**src/rtl/voice_alloc_pkg.sv**
```systemverilog
// rtl/voice_alloc_pkg.sv - shared widths, age limits and FSM encoding for the voice allocator
// RELEASE exists only when VOICE_ALLOC_SUSTAIN_EN is defined.
package voice_alloc_pkg;

   localparam int NOTE_W    = 7;
   localparam int VEL_W     = 7;
   localparam int DEF_AGE_W = 4;
   localparam int AGE_MAX   = (1 << DEF_AGE_W) - 1;

   typedef enum logic [1:0] {
      ST_IDLE    = 2'd0,
      ST_SCAN    = 2'd1,
      ST_APPLY   = 2'd2
`ifdef VOICE_ALLOC_SUSTAIN_EN
      , ST_RELEASE = 2'd3
`endif
   } state_t;

endpackage

```
**src/rtl/voice_slot.sv**
```systemverilog
// rtl/voice_slot.sv - one voice: gate, note, velocity and saturating age (plus sustain hold flag)
// Hold flag and its controls exist only when VOICE_ALLOC_SUSTAIN_EN is defined.
module voice_slot
   import voice_alloc_pkg::*;
#(
   parameter int AGE_W = DEF_AGE_W
) (
   input  logic              clk,
   input  logic              rst,
   input  logic              i_wr,
   input  logic [NOTE_W-1:0] i_note,
   input  logic [VEL_W-1:0]  i_vel,
   input  logic              i_release,
   input  logic              i_age_inc,
`ifdef VOICE_ALLOC_SUSTAIN_EN
   input  logic              i_hold,
   output logic              o_held,
`endif
   output logic              o_gate,
   output logic [NOTE_W-1:0] o_note,
   output logic [VEL_W-1:0]  o_vel,
   output logic [AGE_W-1:0]  o_age
);

   localparam logic [AGE_W-1:0] AGE_SAT = {AGE_W{1'b1}};

   logic              r_gate;
   logic [NOTE_W-1:0] r_note;
   logic [VEL_W-1:0]  r_vel;
   logic [AGE_W-1:0]  r_age;
`ifdef VOICE_ALLOC_SUSTAIN_EN
   logic              r_held;
`endif

   // A write (new note or retrigger) always wins and restarts the voice's age.
   always_ff @(posedge clk) begin
      if (rst) begin
         r_gate <= 1'b0;
         r_note <= '0;
         r_vel  <= '0;
         r_age  <= '0;
`ifdef VOICE_ALLOC_SUSTAIN_EN
         r_held <= 1'b0;
`endif
      end else if (i_wr) begin
         r_gate <= 1'b1;
         r_note <= i_note;
         r_vel  <= i_vel;
         r_age  <= '0;
`ifdef VOICE_ALLOC_SUSTAIN_EN
         r_held <= 1'b0;
`endif
      end else if (i_release) begin
         r_gate <= 1'b0;
`ifdef VOICE_ALLOC_SUSTAIN_EN
         r_held <= 1'b0;
      end else if (i_hold) begin
         r_held <= 1'b1;
`endif
      end else if (i_age_inc && r_gate && (r_age != AGE_SAT)) begin
         r_age <= r_age + 1'b1;
      end
   end

   assign o_gate = r_gate;
   assign o_note = r_note;
   assign o_vel  = r_vel;
   assign o_age  = r_age;
`ifdef VOICE_ALLOC_SUSTAIN_EN
   assign o_held = r_held;
`endif

endmodule

```
**src/rtl/voice_allocator.sv**
```systemverilog
// rtl/voice_allocator.sv - polyphony scheduler: retrigger, lowest free, else steal oldest voice
// Sustain pedal support (sustain port, RELEASE sweep) is built when VOICE_ALLOC_SUSTAIN_EN is defined.
module voice_allocator
   import voice_alloc_pkg::*;
#(
   parameter int VOICES = 8,
   parameter int IDX_W  = 3,
   parameter int AGE_W  = DEF_AGE_W
) (
   input  logic                     clk,
   input  logic                     rst,
   input  logic                     ev_valid,
   output logic                     ev_ready,
   input  logic                     ev_on,
   input  logic [NOTE_W-1:0]        ev_note,
   input  logic [VEL_W-1:0]         ev_vel,
`ifdef VOICE_ALLOC_SUSTAIN_EN
   input  logic                     sustain,
`endif
   output logic [VOICES-1:0]        voice_gate,
   output logic [VOICES*NOTE_W-1:0] voice_note,
   output logic [VOICES*VEL_W-1:0]  voice_vel,
   output logic                     upd_valid,
   output logic [IDX_W-1:0]         upd_voice,
   output logic                     steal
);

   state_t            r_state, w_next;
   logic              w_accept, w_scan, w_apply, w_rel_req;

   logic [IDX_W-1:0]  r_idx;
   logic              r_is_on;
   logic [NOTE_W-1:0] r_note;
   logic [VEL_W-1:0]  r_vel;
   logic              r_match_ok, r_free_ok;
   logic [IDX_W-1:0]  r_match_idx, r_free_idx, r_old_idx;
   logic [AGE_W-1:0]  r_old_age;

   logic              r_upd_valid, r_steal;
   logic [IDX_W-1:0]  r_upd_voice;

   logic [IDX_W-1:0]  w_tgt;
   logic              w_do_steal, w_do_off;

   logic [VOICES-1:0] w_gate, w_wr, w_inc, w_off;
   logic [NOTE_W-1:0] w_note [VOICES];
   logic [VEL_W-1:0]  w_vel  [VOICES];
   logic [AGE_W-1:0]  w_age  [VOICES];

   logic              w_cur_gate;
   logic [NOTE_W-1:0] w_cur_note;
   logic [AGE_W-1:0]  w_cur_age;

`ifdef VOICE_ALLOC_SUSTAIN_EN
   logic              r_sus_d, r_rel_pend;
   logic              w_fall, w_go_rel, w_rel_step, w_do_hold;
   logic [VOICES-1:0] w_held, w_hold;

   assign w_fall    = r_sus_d & ~sustain;
   assign w_rel_req = w_fall | r_rel_pend;
   assign w_go_rel  = (r_state == ST_IDLE) & w_rel_req;

   // A falling edge seen while busy is remembered until the FSM is back in IDLE.
   always_ff @(posedge clk) begin
      if (rst) begin
         r_sus_d    <= 1'b0;
         r_rel_pend <= 1'b0;
      end else begin
         r_sus_d <= sustain;
         if (w_go_rel) begin
            r_rel_pend <= 1'b0;
         end else if (w_fall) begin
            r_rel_pend <= 1'b1;
         end
      end
   end
`else
   assign w_rel_req = 1'b0;
`endif

   always_ff @(posedge clk) begin
      if (rst) begin
         r_state <= ST_IDLE;
      end else begin
         r_state <= w_next;
      end
   end

   always_comb begin
      w_next   = r_state;
      ev_ready = 1'b0;
      w_accept = 1'b0;
      w_scan   = 1'b0;
      w_apply  = 1'b0;
`ifdef VOICE_ALLOC_SUSTAIN_EN
      w_rel_step = 1'b0;
`endif
      case (r_state)
         ST_IDLE: begin
            if (!w_rel_req) begin
               ev_ready = 1'b1;
               if (ev_valid) begin
                  w_accept = 1'b1;
                  w_next   = ST_SCAN;
               end
            end
`ifdef VOICE_ALLOC_SUSTAIN_EN
            else begin
               w_next = ST_RELEASE;
            end
`endif
         end
         ST_SCAN: begin
            w_scan = 1'b1;
            if (r_idx == IDX_W'(VOICES - 1)) begin
               w_next = ST_APPLY;
            end
         end
         ST_APPLY: begin
            w_apply = 1'b1;
            w_next  = ST_IDLE;
         end
`ifdef VOICE_ALLOC_SUSTAIN_EN
         ST_RELEASE: begin
            w_rel_step = 1'b1;
            if (r_idx == IDX_W'(VOICES - 1)) begin
               w_next = ST_IDLE;
            end
         end
`endif
         default: w_next = ST_IDLE;
      endcase
   end

   assign w_cur_gate = w_gate[r_idx];
   assign w_cur_note = w_note[r_idx];
   assign w_cur_age  = w_age[r_idx];

   always_ff @(posedge clk) begin
      if (rst) begin
         r_idx       <= '0;
         r_is_on     <= 1'b0;
         r_note      <= '0;
         r_vel       <= '0;
         r_match_ok  <= 1'b0;
         r_free_ok   <= 1'b0;
         r_match_idx <= '0;
         r_free_idx  <= '0;
         r_old_idx   <= '0;
         r_old_age   <= '0;
         r_upd_valid <= 1'b0;
         r_upd_voice <= '0;
         r_steal     <= 1'b0;
      end else begin
         r_upd_valid <= 1'b0;
         r_steal     <= 1'b0;
         if (w_accept) begin
            r_is_on    <= ev_on & (ev_vel != '0);
            r_note     <= ev_note;
            r_vel      <= ev_vel;
            r_idx      <= '0;
            r_match_ok <= 1'b0;
            r_free_ok  <= 1'b0;
            r_old_idx  <= '0;
            r_old_age  <= '0;
         end
         if (w_scan) begin
            if (!r_match_ok && w_cur_gate && (w_cur_note == r_note)) begin
               r_match_ok  <= 1'b1;
               r_match_idx <= r_idx;
            end
            if (!r_free_ok && !w_cur_gate) begin
               r_free_ok  <= 1'b1;
               r_free_idx <= r_idx;
            end
            // Strict compare keeps the lowest index among equally old voices.
            if (w_cur_age > r_old_age) begin
               r_old_age <= w_cur_age;
               r_old_idx <= r_idx;
            end
            r_idx <= r_idx + 1'b1;
         end
         if (w_apply) begin
            r_upd_valid <= r_is_on | r_match_ok;
            r_upd_voice <= w_tgt;
            r_steal     <= w_do_steal;
         end
`ifdef VOICE_ALLOC_SUSTAIN_EN
         if (w_go_rel) begin
            r_idx <= '0;
         end
         if (w_rel_step) begin
            r_idx <= r_idx + 1'b1;
            if (w_held[r_idx]) begin
               r_upd_valid <= 1'b1;
               r_upd_voice <= r_idx;
            end
         end
`endif
      end
   end

   always_comb begin
      w_tgt      = r_old_idx;
      w_do_steal = 1'b0;
      w_do_off   = 1'b0;
`ifdef VOICE_ALLOC_SUSTAIN_EN
      w_do_hold  = 1'b0;
`endif
      if (r_is_on) begin
         if (r_match_ok) begin
            w_tgt = r_match_idx;
         end else if (r_free_ok) begin
            w_tgt = r_free_idx;
         end else begin
            w_do_steal = 1'b1;
         end
      end else if (r_match_ok) begin
         w_tgt = r_match_idx;
`ifdef VOICE_ALLOC_SUSTAIN_EN
         if (sustain) begin
            w_do_hold = 1'b1;
         end else begin
            w_do_off = 1'b1;
         end
`else
         w_do_off = 1'b1;
`endif
      end
   end

   always_comb begin
      w_wr  = '0;
      w_inc = '0;
      w_off = '0;
`ifdef VOICE_ALLOC_SUSTAIN_EN
      w_hold = '0;
`endif
      for (int i = 0; i < VOICES; i++) begin
         if (w_apply) begin
            if (IDX_W'(i) == w_tgt) begin
               w_wr[i]  = r_is_on;
               w_off[i] = w_do_off;
`ifdef VOICE_ALLOC_SUSTAIN_EN
               w_hold[i] = w_do_hold;
`endif
            end else begin
               w_inc[i] = r_is_on;
            end
         end
`ifdef VOICE_ALLOC_SUSTAIN_EN
         if (w_rel_step && (IDX_W'(i) == r_idx) && w_held[i]) begin
            w_off[i] = 1'b1;
         end
`endif
      end
   end

   for (genvar gi = 0; gi < VOICES; gi++) begin : g_slot
      voice_slot #(
         .AGE_W     (AGE_W)
      ) u_slot (
         .clk       (clk),
         .rst       (rst),
         .i_wr      (w_wr[gi]),
         .i_note    (r_note),
         .i_vel     (r_vel),
         .i_release (w_off[gi]),
         .i_age_inc (w_inc[gi]),
`ifdef VOICE_ALLOC_SUSTAIN_EN
         .i_hold    (w_hold[gi]),
         .o_held    (w_held[gi]),
`endif
         .o_gate    (w_gate[gi]),
         .o_note    (w_note[gi]),
         .o_vel     (w_vel[gi]),
         .o_age     (w_age[gi])
      );
      assign voice_note[gi*NOTE_W +: NOTE_W] = w_note[gi];
      assign voice_vel[gi*VEL_W +: VEL_W]    = w_vel[gi];
   end

   assign voice_gate = w_gate;
   assign upd_valid  = r_upd_valid;
   assign upd_voice  = r_upd_voice;
   assign steal      = r_steal;

endmodule
```
**config.mk**
```make
export PLATFORM = sky130hd
export DESIGN_NAME = voice_allocator
export DESIGN_NICKNAME = d
export VERILOG_FILES = /design/src/rtl/voice_alloc_pkg.sv /design/src/rtl/voice_slot.sv /design/src/rtl/voice_allocator.sv
export SDC_FILE = /design/constraint.sdc
export NUM_CORES = 1
export LEC_CHECK = 0
export ABC_AREA = 1
export BUFFER_PORTS_ARGS = -buffer_cell sky130_fd_sc_hd__buf_4
export CAP_MARGIN = 40
export CORE_MARGIN = 3
export CORE_UTILIZATION = 55
export CTS_BUF_LIST = sky130_fd_sc_hd__clkbuf_2
export DETAILED_ROUTE_END_ITERATION = 16
export MAX_ROUTING_LAYER = met4
export PLACE_DENSITY = 0.78
export SETUP_SLACK_MARGIN = 0.5
export SYNTH_ARGS = -nofsm -noshare
export SYNTH_HDL_FRONTEND = slang
export SYNTH_SLANG_ARGS = --single-unit
```
**constraint.sdc**
```tcl
create_clock -name clk -period 5.5 [get_ports clk]
set_clock_uncertainty 0.15 [all_clocks]
set_input_delay 0.55 -clock clk [delete_from_list [all_inputs] [get_ports clk]]
set_output_delay 0.55 -clock clk [all_outputs]
set_load 0.03 [all_outputs]
```
==> flow_summary.toml <==
[clock_network]
clock-sinks = 192
cts_buffers = 17
h-tree-depth = 4
clk_pin_slew_ns = 0.29
insertion_delay_ns = 0.77
cts_tree = "built"
ctsLongestPathBuffers = 2
ctsRootBufferMaster = "clkbuf_2"

[hold_path]
hold_path_end = "r_note[4]"
hold_start = "ev_valid"
hold_path_depth = 4
hp-class = "input port to flop"

[worst_setup_path]
crit_path_end_kind = "flop"
r2r_start = "r_idx[0]"
cp_slowest_stage_delay_ns = 0.46
cp_max_fo = 53
reg2reg_to = "r_old_idx[1]"
path_buf_inv = 3
cp_slowest_cell = "inv_2"
crit_chain = "buf_4 > inv_2 > a21oi_1 > o21ai_0 > nand2_1 > nor2_1 > a31oi_1 > ha_1 > a41oi_1 > nand2_1 > inv_1 > a21oi_1 > a211oi_1"
start_kind = "flop"
cp.required_ns = 6.04
crit_arrival_ns = 3.97
ff2ff_path_depth = 13
r2r_slack_ns = 2.07
crit_family = "buffers and inverters"
crit_cells = 13
crit_type = "flop to flop"

[logic_synthesis]
synth_cell_types = 42
syn-num-nets = 1265
yosysMostFrequentCell = "nand2_1"
synth-async-reset-ratio_pct = 0
yosysWarnings = 0
avgSynthCellArea_um2 = 7.27
synthCells = 1233
synth_top_cell_area_share_pct = 42.9
synth_edf_count = 0
synthTopCellsByCount = "nand2_1, dfxtp_1, a21oi_1, o21ai_0, inv_1"
yosysSeqAreaShare_pct = 42.9
ys_seq_elements = 192
synth.largest_area_cell = "dfxtp_1"
ys_top_cells_by_area = "dfxtp_1, a21oi_1, o21ai_0"
synthFlopType = "dfxtp_1"
syn_area_um2 = 8960

[sta]
drv_slew = 0
finalHoldViolations = 0
rsz0062_at_grt = "false"
worstMarginPinSlew_ns = 0.781
min_period_over_period_pct = 62.4
fmax_mhz = 291
setup_viol_count_final = 0
finalCriticalPeriod_ns = 3.43
timing.slew.headroom_pct = 47.9
tns_ns = 0

[power_and_ir_drop]
power_frac_comb_pct = 13.1
p_clk_share_pct = 27.6
p_int_mw = 1.69
irDropWorstVdd_mv = 0.137
leakage_nw = 4.47
switching_share_pct = 30.8
seqPwrFrac_pct = 59.3
p_sw_uw = 754
p_per_area_nw_per_um2 = 238

[floorplan]
core_um2 = 15900
chipWidth_um = 134
fp-row-count = 46
die_area_um2 = 17900
die_h_um = 134
io_pins = 144
initial_utilization_pct = 56.4

[detailed_routing]
routedWlPerCell_um = 15.7
first_iter_violations = 674
ant_nets = 0
viasPerCell = 5.42
vias = 8486
wirelength_um = 24500
dr.pass1.iters = 5
route.detailed.drc = 0

[run_status]
status = "complete, no violations"

[cells_and_area]
area_delta_synth_final_pct = 14.5
regArea_um2 = 3840
fillers = 1448
n_antenna_cell = 0
final_util_pct = 64.6
multiInputGateArea_um2 = 4070
drive_above_1_share_pct = 16.4
nNetsFinal = 1369

[global_route]
grt_use_total_pct = 28.1
grt-ovfl-total = 0
grt_pass1_vias = 7869
antenna_found_initial = 0
grt_pass1_wl_um = 39600
grt_max_degree = 89

[place]
place_hpwl_um = 17300
place_congestion = 0.916
io_buffers = 143

[job]
cap_violations = 0
## power by group through the flow
stage	clock, mW	sequential (mW)	combinational (mW)
after floorplan	0	1.45	0.251
after global placement	0	1.47	0.298
after detailed placement	0	1.47	0.306
after CTS	0.679	1.45	0.315
after global routing	0.737	1.45	0.356
final	0.675	1.45	0.320
## area by class of cell
class	count	area share, %
inverter	154	5.75
multi-input combinational	808	39.6
clock inverter	15	1.30
clock buffer	17	0.829
timing repair buffer	164	12.4
tap	216	2.63
sequential	192	37.5
## worst min-delay path, cell delays in order
cell	delay, ns
buf_4	0.07
nand2_1	0.04
buf_4	0.23
a21oi_1	0.16
## what timing repair did
action,in CTS,in global routing
buffers inserted,0,0
gates resized for setup,0,0
endpoints found under the hold margin,15,5
hold buffers,15,1
## cells in the final DEF, fill, tap and decap left out, types with 4 or more instances in the layout
cell	count
ha_1	14
nor3_1	7
o21ai_1	5
nand3_1	78
inv_6	6
a31oi_1	5
nor2_1	118
nand3_2	4
inv_1	143
clkinv_1	4
o21ai_0	151
dlygate4sd3_1	16
inv_2	6
nand2_2	9
nor2_4	7
nand2_4	6
buf_4	148
o211ai_1	6
xor2_1	4
a211oi_1	7
clkbuf_2	17
nand2_1	199
a311oi_1	5
dfxtp_1	192
a21oi_1	160
## per-stage QoR
stage               hold slack, ns  area [µm²]  setup slack, ns  instances  total power, mW
floorplan                    0.279        8960             2.94       1233             1.71
global placement             0.286        9880             2.34       1518             1.77
detailed placement           0.290        9880             2.19       1518             1.78
CTS                        0.00466       10300             2.14       1565             2.44
global route                0.0986       10300             1.77       1566             2.55
finish                       0.146       10300             2.07       1566             2.44
## metal layers
| metal | wire [µm] | vias up | share of wire [%] | global-route usage (%) |
|---|---|---|---|---|
| met5 | 0 | - | 0 | - |
| met4 | 624 | 0 | 2.5 | 9.60 |
| met3 | 1590 | 42 | 6.5 | 5.55 |
| met2 | 11800 | 288 | 48 | 45.8 |
| met1 | 10600 | 3924 | 43 | 35.1 |
| li1 | - | 4232 | - | - |
## registers in the layout (all words and copies together), names as in the netlist, 2 cells and up
signal / flops
g_slot.u_slot.o_note: 56
g_slot.u_slot.o_vel: 56
g_slot.u_slot.o_age: 32
g_slot.u_slot.o_gate: 8
r_note: 7
r_vel: 7
r_old_age: 4
r_free_idx: 3
r_idx: 3
r_match_idx: 3
r_old_idx: 3
upd_voice: 3
r_state: 2
## logic make-up (layout without fill, tap and decap cells)
kind of cell,count (synthesis),after routing,share of synthesized area (%)
xor gates and xnor gates,4,4,0.391
adders and majority gates,14,14,1.96
and+or+nand+nor,442,442,22.5
DFF,192,192,42.9
AOI/OAI and AO/OA,348,348,20.5
buffers and inverters,233,350,11.7
## worst max-delay path by stage
stage | from | to | slack, ns
5_1_grt | r_idx[0] | r_old_idx[1] | 1.77
2_1_floorplan | r_idx[1] | r_old_age[1] | 2.94
3_5_place_dp | r_idx[0] | r_old_idx[0] | 2.19
3_3_place_gp | r_idx[0] | r_old_idx[0] | 2.34
6_report | r_idx[0] | r_old_idx[1] | 2.07
4_1_cts | r_idx[0] | r_old_idx[0] | 2.14
(Power assumes the default switching activity.)
